### src/rtl/float_accum_ctrl.sv
// Purpose     : sequential accumulator wrapped around the external combinational minifloat adder.
// Latency     : operand accepted at cycle t -> next in_ready (or out_valid on the last one) at t+2+ADD_WAIT.
// Backpressure: in_ready only in ACC; the final sum is held on out_data/out_valid until out_ready.
//
// Ports:
//   clk, rst                  rising-edge clock, synchronous active-high reset
//   start, count              run command (sampled only in IDLE) and operand count
//   in_data/in_valid/in_ready operand stream
//   add_a, add_b, add_result  running sum and registered operand to the adder, sum back
//   out_data/out_valid/out_ready  final sum handshake
//   busy                      high in every state except IDLE
//   sat_flag                  sticky saturation indicator, present only when FACC_SAT_FLAG_EN is defined
//
// Number format: [7:5] exponent, [4:0] mantissa, unsigned, no hidden bit.
// Optional feature macro: FACC_SAT_FLAG_EN (adds the sat_flag port and its logic).

module float_accum_ctrl #(
    parameter int CNT_W    = 4,
    parameter int ADD_WAIT = 0
) (
    input  logic             clk,
    input  logic             rst,
    input  logic             start,
    input  logic [CNT_W-1:0] count,
    input  logic [7:0]       in_data,
    input  logic             in_valid,
    output logic             in_ready,
    output logic [7:0]       add_a,
    output logic [7:0]       add_b,
    input  logic [7:0]       add_result,
    output logic [7:0]       out_data,
    output logic             out_valid,
    input  logic             out_ready,
`ifdef FACC_SAT_FLAG_EN
    output logic             sat_flag,
`endif
    output logic             busy
);

    typedef enum logic [1:0] {
        S_IDLE = 2'd0,
        S_ACC  = 2'd1,
        S_ADD  = 2'd2,
        S_DONE = 2'd3
    } state_t;

    // Hold-cycle counter is 3 bits wide, which bounds ADD_WAIT to 0..7.
    localparam logic [2:0] WAIT_INIT = ADD_WAIT[2:0];

    state_t           state_q, state_d;
    logic [7:0]       acc_q, acc_d;
    logic [7:0]       b_reg_q, b_reg_d;
    logic [CNT_W-1:0] remaining_q, remaining_d;
    logic [2:0]       wait_q, wait_d;

    // Operand handshake completes only in ACC, so in_valid elsewhere is ignored.
    logic             in_fire;
    // Adder result is sampled once the hold window has elapsed.
    logic             add_capture;

    assign in_fire     = (state_q == S_ACC) && in_valid;
    assign add_capture = (state_q == S_ADD) && (wait_q == 3'd0);

    // ------------------------------------------------------------------
    // State register
    // ------------------------------------------------------------------
    always_ff @(posedge clk) begin
        if (rst) begin
            state_q     <= S_IDLE;
            acc_q       <= 8'h00;
            b_reg_q     <= 8'h00;
            remaining_q <= '0;
            wait_q      <= 3'd0;
        end else begin
            state_q     <= state_d;
            acc_q       <= acc_d;
            b_reg_q     <= b_reg_d;
            remaining_q <= remaining_d;
            wait_q      <= wait_d;
        end
    end

    // ------------------------------------------------------------------
    // Next-state and datapath
    // ------------------------------------------------------------------
    always_comb begin
        state_d     = state_q;
        acc_d       = acc_q;
        b_reg_d     = b_reg_q;
        remaining_d = remaining_q;
        wait_d      = wait_q;

        unique case (state_q)
            S_IDLE: begin
                if (start) begin
                    acc_d = 8'h00;
                    if (count != '0) begin
                        remaining_d = count;
                        state_d     = S_ACC;
                    end else begin
                        // Empty run: report the zero sum straight away.
                        state_d = S_DONE;
                    end
                end
            end

            S_ACC: begin
                if (in_fire) begin
                    b_reg_d = in_data;
                    wait_d  = WAIT_INIT;
                    state_d = S_ADD;
                end
            end

            S_ADD: begin
                if (wait_q != 3'd0) begin
                    wait_d = wait_q - 3'd1;
                end else begin
                    acc_d       = add_result;
                    remaining_d = remaining_q - 1'b1;
                    // remaining is at least 1 here, so the decrement never wraps.
                    state_d     = (remaining_q == CNT_W'(1)) ? S_DONE : S_ACC;
                end
            end

            S_DONE: begin
                if (out_ready) begin
                    state_d = S_IDLE;
                end
            end

            default: state_d = S_IDLE;
        endcase
    end

    // ------------------------------------------------------------------
    // Outputs: decoded from state or taken straight from registers
    // ------------------------------------------------------------------
    always_comb begin
        in_ready  = 1'b0;
        out_valid = 1'b0;
        busy      = 1'b1;
        unique case (state_q)
            S_IDLE:  busy      = 1'b0;
            S_ACC:   in_ready  = 1'b1;
            S_ADD:   in_ready  = 1'b0;
            S_DONE:  out_valid = 1'b1;
            default: busy      = 1'b0;
        endcase
    end

    // acc only changes in IDLE and ADD, so out_data is stable throughout DONE.
    assign out_data = acc_q;
    assign add_a    = acc_q;
    assign add_b    = b_reg_q;

`ifdef FACC_SAT_FLAG_EN
    logic sat_q, sat_d;

    // Sticky until the next accepted start; a saturated sum is 8'hFF.
    always_comb begin
        sat_d = sat_q;
        if (state_q == S_IDLE && start) begin
            sat_d = 1'b0;
        end else if (add_capture && add_result == 8'hFF) begin
            sat_d = 1'b1;
        end
    end

    always_ff @(posedge clk) begin
        if (rst) begin
            sat_q <= 1'b0;
        end else begin
            sat_q <= sat_d;
        end
    end

    assign sat_flag = sat_q;
`endif

    // ------------------------------------------------------------------
    // Protocol properties
    // ------------------------------------------------------------------
    a_out_hold: assert property (@(posedge clk) disable iff (rst)
        (out_valid && !out_ready) |=> (out_valid && $stable(out_data)));

    a_no_overlap: assert property (@(posedge clk) disable iff (rst)
        !(in_ready && out_valid));

endmodule
### config.mk
export PLATFORM = sky130hd
export DESIGN_NAME = float_accum_ctrl
export DESIGN_NICKNAME = d
export VERILOG_FILES = /design/src/rtl/float_accum_ctrl.sv
export SDC_FILE = /design/constraint.sdc
export NUM_CORES = 1
export LEC_CHECK = 0
export BUFFER_PORTS_ARGS = -buffer_cell sky130_fd_sc_hd__buf_4
export CORE_MARGIN = 8
export CORE_UTILIZATION = 45
export DETAILED_ROUTE_END_ITERATION = 10
export PLACE_DENSITY = 0.84
export SLEW_MARGIN = 20
export SYNTH_ARGS = -nofsm -noshare
export SYNTH_HDL_FRONTEND = slang
export SYNTH_SLANG_ARGS = --single-unit
### constraint.sdc
create_clock -name clk -period 4.6 [get_ports clk]
set_input_delay 0.23 -clock clk [delete_from_list [all_inputs] [get_ports clk]]
set_output_delay 0.23 -clock clk [all_outputs]
set_load 0.02 [all_outputs]
==> flow_summary_export.csv, run 1 <==
group,metric,value,unit
yosys,syn_inst,144,
worst_setup_path,worstPathMaxFanout,14,
clock_tree,clock_latency,0.32,ns
worst_hold_path,hold_path_depth,3,
global_routing,grt_max_degree,26,
yosys,synth_area,1241,µm²
yosys,ys_seq_area_share,40.32,%
route,avgRoutedWirePerCell,14.72,µm
finish,drive_gt1_share,33.70,%
yosys,avgSynthCellArea,8.619,µm²
floorplanning,io_pins,52,
job,drv_cap,0,
floorplanning,die_area,4695,µm²
yosys,syn_nets,173,
finish,n_antenna_cell,0,
route,met2_wirelength,1435,µm
power,ir_drop,0.2471,mV
worst_setup_path,end_kind,"register",
clock_tree,clkTransAtPathRegs,0.14,ns
clock_tree,cts_buffer_depth,2,
power,power.density,356.9,nW/µm²
worst_hold_path,hold_class,"primary input to register",
sta,maxSlewViolCount,0,
floorplanning,core,2686,µm²
yosys,ys_ff_latch,25,
clock_tree,cts_root_buf,"clkbuf_4",
clock_tree,postCtsSetupBuffers,0,
global_routing,overflow,0,
floorplanning,num_rows,19,
finish,synthToLayoutAreaGrowth,27.02,%
finish,n_fill_cell,241,
global_routing,first_global_vias,1216,
floorplanning,die_w,68.52,µm
sta,rsz0062_at_grt,"false",
placed_design,place_congestion,0.7751,
route,ant_nets,0,
worst_hold_path,hold_end,"add_b[4]",
route,drtIter0Drc,37,
placed_design,preCtsSetupSlack,2.645,ns
route,wirelength,3120,µm
power,power_leakage,0.6646,nW
sta,period_share,44.19,%
worst_setup_path,rrSetupSlack,2.57,ns
placed_design,portBuffers,51,
sta,clock_skew,0.007003,ns
route,detail_route.drc_violations,0,
clock_tree,clock-sinks,25,
worst_setup_path,r2r_end,"remaining_q[1]",
route,met3_length,264,µm
clock_tree,cts_tree,"built",
worst_setup_path,cp_data_required_time,4.80,ns
placed_design,dpl.hpwl,2416,µm
sta,worst_pin_slew,0.7313,ns
route,dr.pass1.iters,4,
global_routing,antenna_found_initial,0,
route,via_count,1152,
yosys,synth_area_leader_cell,"dfxtp_1",
clock_tree,cts_max_level,1,
yosys,synth_area_leaders,"dfxtp_1 (40%), a21oi_1 (6.0%), buf_4 (6.0%), a22oi_1 (4.8%), ha_1 (4.0%)",
worst_hold_path,worstHoldStart,"in_data[4]",
clock_tree,cts-resized-gates,0,
outcome,status,"finished, final reports clean",
sta,fin_setup_tns,0,ns
global_routing,track_usage,14.00,%
sta,final_hold_viol_count,0,
sta,worst_slack,2.567,ns
worst_setup_path,ff2ff_path_depth,4,
worst_setup_path,startpoint_type,"register",
sta,setup-violations-final,0,
finish,fin_nets,211,
floorplanning,fp.dieH,68.52,µm
yosys,yosys_warnings,0,
clock_tree,postCtsHoldBufs,0,
sta,fmax,0.4920,GHz
worst_setup_path,rr_startpoint,"state_q[1]",
sta,min_period,2.033,ns
yosys,synth_cell_types,41,
worst_setup_path,crit_type,"register to register",
sta,slew_headroom,51.14,%
worst_setup_path,arrival,2.23,ns
clock_tree,cts_buffers,3,
route,highest_layer,"met4",
route,vias_per_cell,5.434,
yosys,netlist.area_leader.share,40.32,%
floorplanning,start_util,46.20,%
route,m1WireLength,1388,µm
global_routing,grt_pass1_wl,5264,µm
-- worst max-delay path, cell delays in order (launching register included) --
cell and delay (ns):
dfxtp_1 0.58, and4bb_1 0.51, nor2_2 0.21, a2111oi_0 0.53, nor3_1 0.09
-- worst max path at each step --
stage	end	cells past startpoint	startpoint
after floorplan	remaining_q[0]	7	wait_q[0]
after global placement	remaining_q[0]	4	state_q[1]
after detailed placement	remaining_q[1]	4	state_q[1]
after CTS	in_ready	2	state_q[0]
after global routing	remaining_q[1]	4	state_q[1]
final	remaining_q[1]	4	state_q[1]
-- per-stage QoR --
step	total power, mW	area (µm²)	hold WS (ns)	util (%)	cells
2_1_floorplan	0.4119	1241	0.3775	-	144
3_3_place_gp	0.4599	1546	0.4426	57.57	208
3_5_place_dp	0.4684	1546	0.4499	57.57	208
4_1_cts	0.5669	1577	0.1436	58.69	212
5_1_grt	0.6000	1577	0.1273	58.69	212
6_report	0.5627	1577	0.1509	58.69	212
-- per-layer routing --
| layer | track usage, % | vias to the layer above |
|---|---|---|
| li1 | - | 576 |
| met1 | 16.89 | 525 |
| met2 | 22.76 | 47 |
| met3 | 5.331 | 4 |
| met4 | 3.836 | 0 |
| met5 | 0 | - |
-- cell usage in the layout, fill, tap and decap left out, types with 2 or more instances in the layout --
master,synthesis,layout
or2_1,2,2
dfxtp_1,25,25
inv_1,6,6
nor2_1,13,13
a21oi_1,15,15
clkbuf_4,0,3
nor2b_1,2,2
nand3_1,9,9
buf_4,10,51
nand2_1,9,9
ha_1,4,4
nand2b_1,2,2
a22oi_1,8,8
o21ai_0,2,2
a2111oi_0,2,2
nor3_1,5,5
-- cells by family (layout without fill, tap and decap cells) --
family	Yosys count	in the layout	share of synthesized area, %
compound gates	35	35	18.05
mux	2	2	2.621
fa+ha+maj	4	4	4.032
simple gates	54	54	23.79
flops	25	25	40.32
buf+inv	24	61	11.19
-- synthesized netlist by cell type --
cell and number:
a2111oi_0 2, a211oi_1 1, buf_6 1, nor4bb_1 1, or4_4 1, o31ai_1 1, or4_1 1, a311oi_1 1
or3_1 1, nor3b_2 1, buf_4 10, a22o_1 1, ha_1 4, o22ai_1 1, inv_1 6, nand2_1 9
a31oi_1 1, clkbuf_1 3, or2_2 1, or2_1 2, o21a_1 1, a221oi_1 1, mux4_2 1, a21oi_1 15
nor2b_1 2, a22oi_1 8, mux2i_1 1, nand3b_1 1, o21ai_0 2, dfxtp_1 25, nor2_2 1, nand3_1 9
nor2_1 13, buf_1 1, nand2b_1 2, and2_1 1, nor2_4 1, nor3b_1 1, nor3_1 5, and4bb_1 1
buf_2 3
-- sequential cells by signal (all words and copies together) (netlist names) --
register     count
add_a            8
add_b            8
remaining_q      4
wait_q           3
state_q          2
-- area by class of cell --
| type | instances | area (µm²) | share of cell area (%) |
|---|---|---|---|
| multi-input cells | 95 | 601.8 | 38.17 |
| flip-flops and latches | 25 | 500.5 | 31.75 |
| repair buffers | 51 | 382.9 | 24.29 |
| well taps | 31 | 38.79 | 2.460 |
| clock buffers | 3 | 22.52 | 1.429 |
| inverters | 6 | 22.52 | 1.429 |
| clock inverters | 1 | 7.507 | 0.4762 |
-- power breakdown --
group	total (mW)	internal [mW]	switching [mW]	leakage, nW
registers	0.263	0.239	0.0245	0.204
clock network	0.0982	0.0332	0.0650	0.0139
logic	0.201	0.0880	0.113	0.447
total	0.563	0.360	0.203	0.665
(Power assumes the default switching activity.)
==> run 2, diff against run 1 <==
ABC_AREA = 1   (was not set)
clock period = 1.9 ns   (was 4.6 ns; I/O delays follow)
==> flow_summary_export.csv, run 2 <==
group,metric,value,unit
finish,fin_nets,267,
finish,synthToLayoutAreaGrowth,34.89,%
yosys,synth_area,1262,µm²
global_routing,antenna_found_initial,0,
sta,slew_headroom,65.89,%
worst_setup_path,rrSetupSlack,0.45,ns
yosys,synthArstFlopShare,0,%
clock_tree,postCtsHoldBufs,6,
global_routing,first_global_vias,1220,
global_routing,grt_pass1_wl,4974,µm
worst_hold_path,hold_path_depth,3,
worst_setup_path,r2r_end,"add_a[7]",
route,via_count,1300,
route,ant_nets,0,
yosys,ys_seq_area_share,39.64,%
job,drv_cap,0,
worst_setup_path,rr_startpoint,"wait_q[0]",
yosys,avgSynthCellArea,6.787,µm²
worst_hold_path,worstHoldStart,"in_data[5]",
yosys,yosys_warnings,0,
finish,drive_gt1_share,27.43,%
finish,multi_input_area,616.8,µm²
floorplanning,num_rows,19,
worst_setup_path,slowest_delay,0.41,ns
worst_setup_path,crit_chain,"inv_1, ha_1, nand2_1, nor2_1, nand2_1, a21oi_1",
sta,maxSlewViolCount,0,
clock_tree,cts_buffers,3,
finish,n_fill_cell,270,
clock_tree,cts-resized-gates,0,
outcome,status,"finished, final reports clean",
worst_setup_path,crit_type,"register to register",
yosys,synth_common_cells,"nand2_1 (48), nor2_1 (37), dfxtp_1 (25), inv_1 (17), a21oi_1 (12)",
route,detail_route.drc_violations,0,
floorplanning,fp.dieH,68.97,µm
sta,fmax,0.6893,GHz
sta,final_hold_viol_count,0,
global_routing,track_usage,13.26,%
worst_setup_path,cp_data_required_time,2.14,ns
power,power.density,869.9,nW/µm²
yosys,synth_cell_types,20,
worst_setup_path,arrival,1.69,ns
worst_setup_path,critical-path-top-delay-family,"simple AND/OR/NAND/NOR gates",
sta,period_share,76.36,%
clock_tree,postCtsSetupBuffers,0,
sta,clock_skew,0.006671,ns
yosys,synth-edff-count,0,
worst_setup_path,critPathBufInv,1,
worst_setup_path,ff2ff_path_depth,6,
yosys,ys_ff_latch,25,
yosys,syn_nets,215,
sta,worst_pin_slew,0.5098,ns
sta,rsz0062_at_grt,"false",
clock_tree,clock-sinks,25,
placed_design,portBuffers,51,
finish,mostFrequentLayoutCells,"buf_4 (51), nand2_1 (48), nor2_1 (37), dfxtp_1 (25), inv_1 (17)",
yosys,ys.flop_type,"dfxtp_1",
clock_tree,cts_max_level,1,
clock_tree,clkTransAtPathRegs,0.13,ns
global_routing,grt_max_degree,15,
floorplanning,die_w,68.97,µm
global_routing,overflow,0,
worst_hold_path,hold_end,"add_b[5]",
sta,setup-violations-final,0,
floorplanning,die_area,4756,µm²
sta,fin_setup_tns,0,ns
route,dr.pass1.iters,4,
placed_design,place_congestion,0.8023,
finish,final_util,62.83,%
sta,min_period,1.451,ns
worst_setup_path,end_kind,"register",
finish,layout_commonest_cell,"buf_4",
route,wirelength,3193,µm
yosys,syn_inst,186,
worst_setup_path,startpoint_type,"register",
yosys,synth_area_leader_cell,"dfxtp_1",
worst_hold_path,hold_class,"primary input to register",
yosys,yosysMostFrequentCell,"nand2_1",
clock_tree,cts_buffer_depth,2,
placed_design,dpl.hpwl,2366,µm
floorplanning,core,2710,µm²
clock_tree,cts_root_buf,"clkbuf_4",
finish,seq_area,500.5,µm²
clock_tree,cts_tree,"built",
power,ir_drop,0.5823,mV
finish,n_antenna_cell,0,
route,drtIter0Drc,68,
worst_setup_path,worstPathMaxFanout,8,
worst_setup_path,crit_path_frequent_cell,"nand2_1",
clock_tree,clock_latency,0.31,ns
power,power_leakage,0.8714,nW
route,avgRoutedWirePerCell,11.91,µm
yosys,synth_area_leaders,"dfxtp_1 (40%), nand2_1 (14%), nor2_1 (11%), inv_1 (5.1%), a21oi_1 (4.8%)",
yosys,netlist.area_leader.share,39.64,%
worst_setup_path,slowest_stage,"nor2_1",
floorplanning,io_pins,52,
floorplanning,start_util,46.58,%
route,vias_per_cell,4.851,
[run 2: changes by cell type in the layout (fill, tap and decap cells not counted), sizes merged, moves of 3 or more]
cell | before | now
nand2 | 9 | 51
nor2 | 15 | 40
inv | 6 | 20
a22oi | 8 | 0
o21ai | 2 | 10
dlygate4sd3 | 0 | 6
nor3 | 5 | 0
a21oi | 15 | 12
[run 2: layout make-up]
| cell class | count | area share (%) |
|---|---|---|
| inverter | 20 | 4.555 |
| tap | 31 | 2.278 |
| clock buffer | 4 | 1.543 |
| timing repair buffer | 57 | 26.01 |
| multi-input combinational | 131 | 36.22 |
| sequential | 25 | 29.39 |
[run 2: worst max-delay path by stage]
stage | endpoint | start | slack (ns) | cells past startpoint
after floorplan | state_q[1] | state_q[0] | 0.60 | 9
final | add_a[7] | wait_q[0] | 0.45 | 6
after global placement | add_a[6] | state_q[0] | 0.54 | 5
after detailed placement | add_a[7] | wait_q[0] | 0.48 | 6
after global routing | add_a[7] | wait_q[0] | 0.28 | 6
after CTS | add_a[7] | wait_q[0] | 0.43 | 6
[run 2: cells by family (layout without fill, tap and decap cells)]
group	after synthesis	count (layout)	synth area share [%]
DFF	25	25	39.64
and+or+nand+nor	104	104	35.48
adders and majority gates	4	4	3.964
buffers and inverters	30	81	11.50
xor gates and xnor gates	1	1	0.6939
AOI/OAI and AO/OA	22	22	8.722
[run 2: per-stage QoR]
step	instances	worst slack [ns]	cell area (µm²)	hold slack [ns]	total power [mW]
3_3_place_gp	258	0.5440	1617	0.3163	1.242
6_report	268	0.4491	1703	0.007903	1.481
2_1_floorplan	186	0.5980	1262	0.1641	1.059
4_1_cts	268	0.4329	1703	0.00007494	1.487
5_1_grt	268	0.2849	1703	0.005309	1.593
3_5_place_dp	258	0.4833	1617	0.3249	1.254
[run 2: worst min-delay path: stages]
cell and delay [ns]:
buf_4 0.08, nor2_1 0.03, nor2_1 0.08
[run 2: per-layer routing]
layer  global-route usage, %  routed length [µm]  vias to the layer above
met1                   14.94                1371                      591
met4                   5.514                  48                        0
met2                   23.36                1596                       33
met5                       0                   0                        -
li1                        -                   -                      672
met3                   3.069                 176                        4
[run 2: power by group]
group	internal, mW	switching [mW]	total (mW)
registers	0.594	0.0619	0.656
clock network	0.0819	0.145	0.226
logic	0.239	0.359	0.599
total	0.916	0.566	1.48
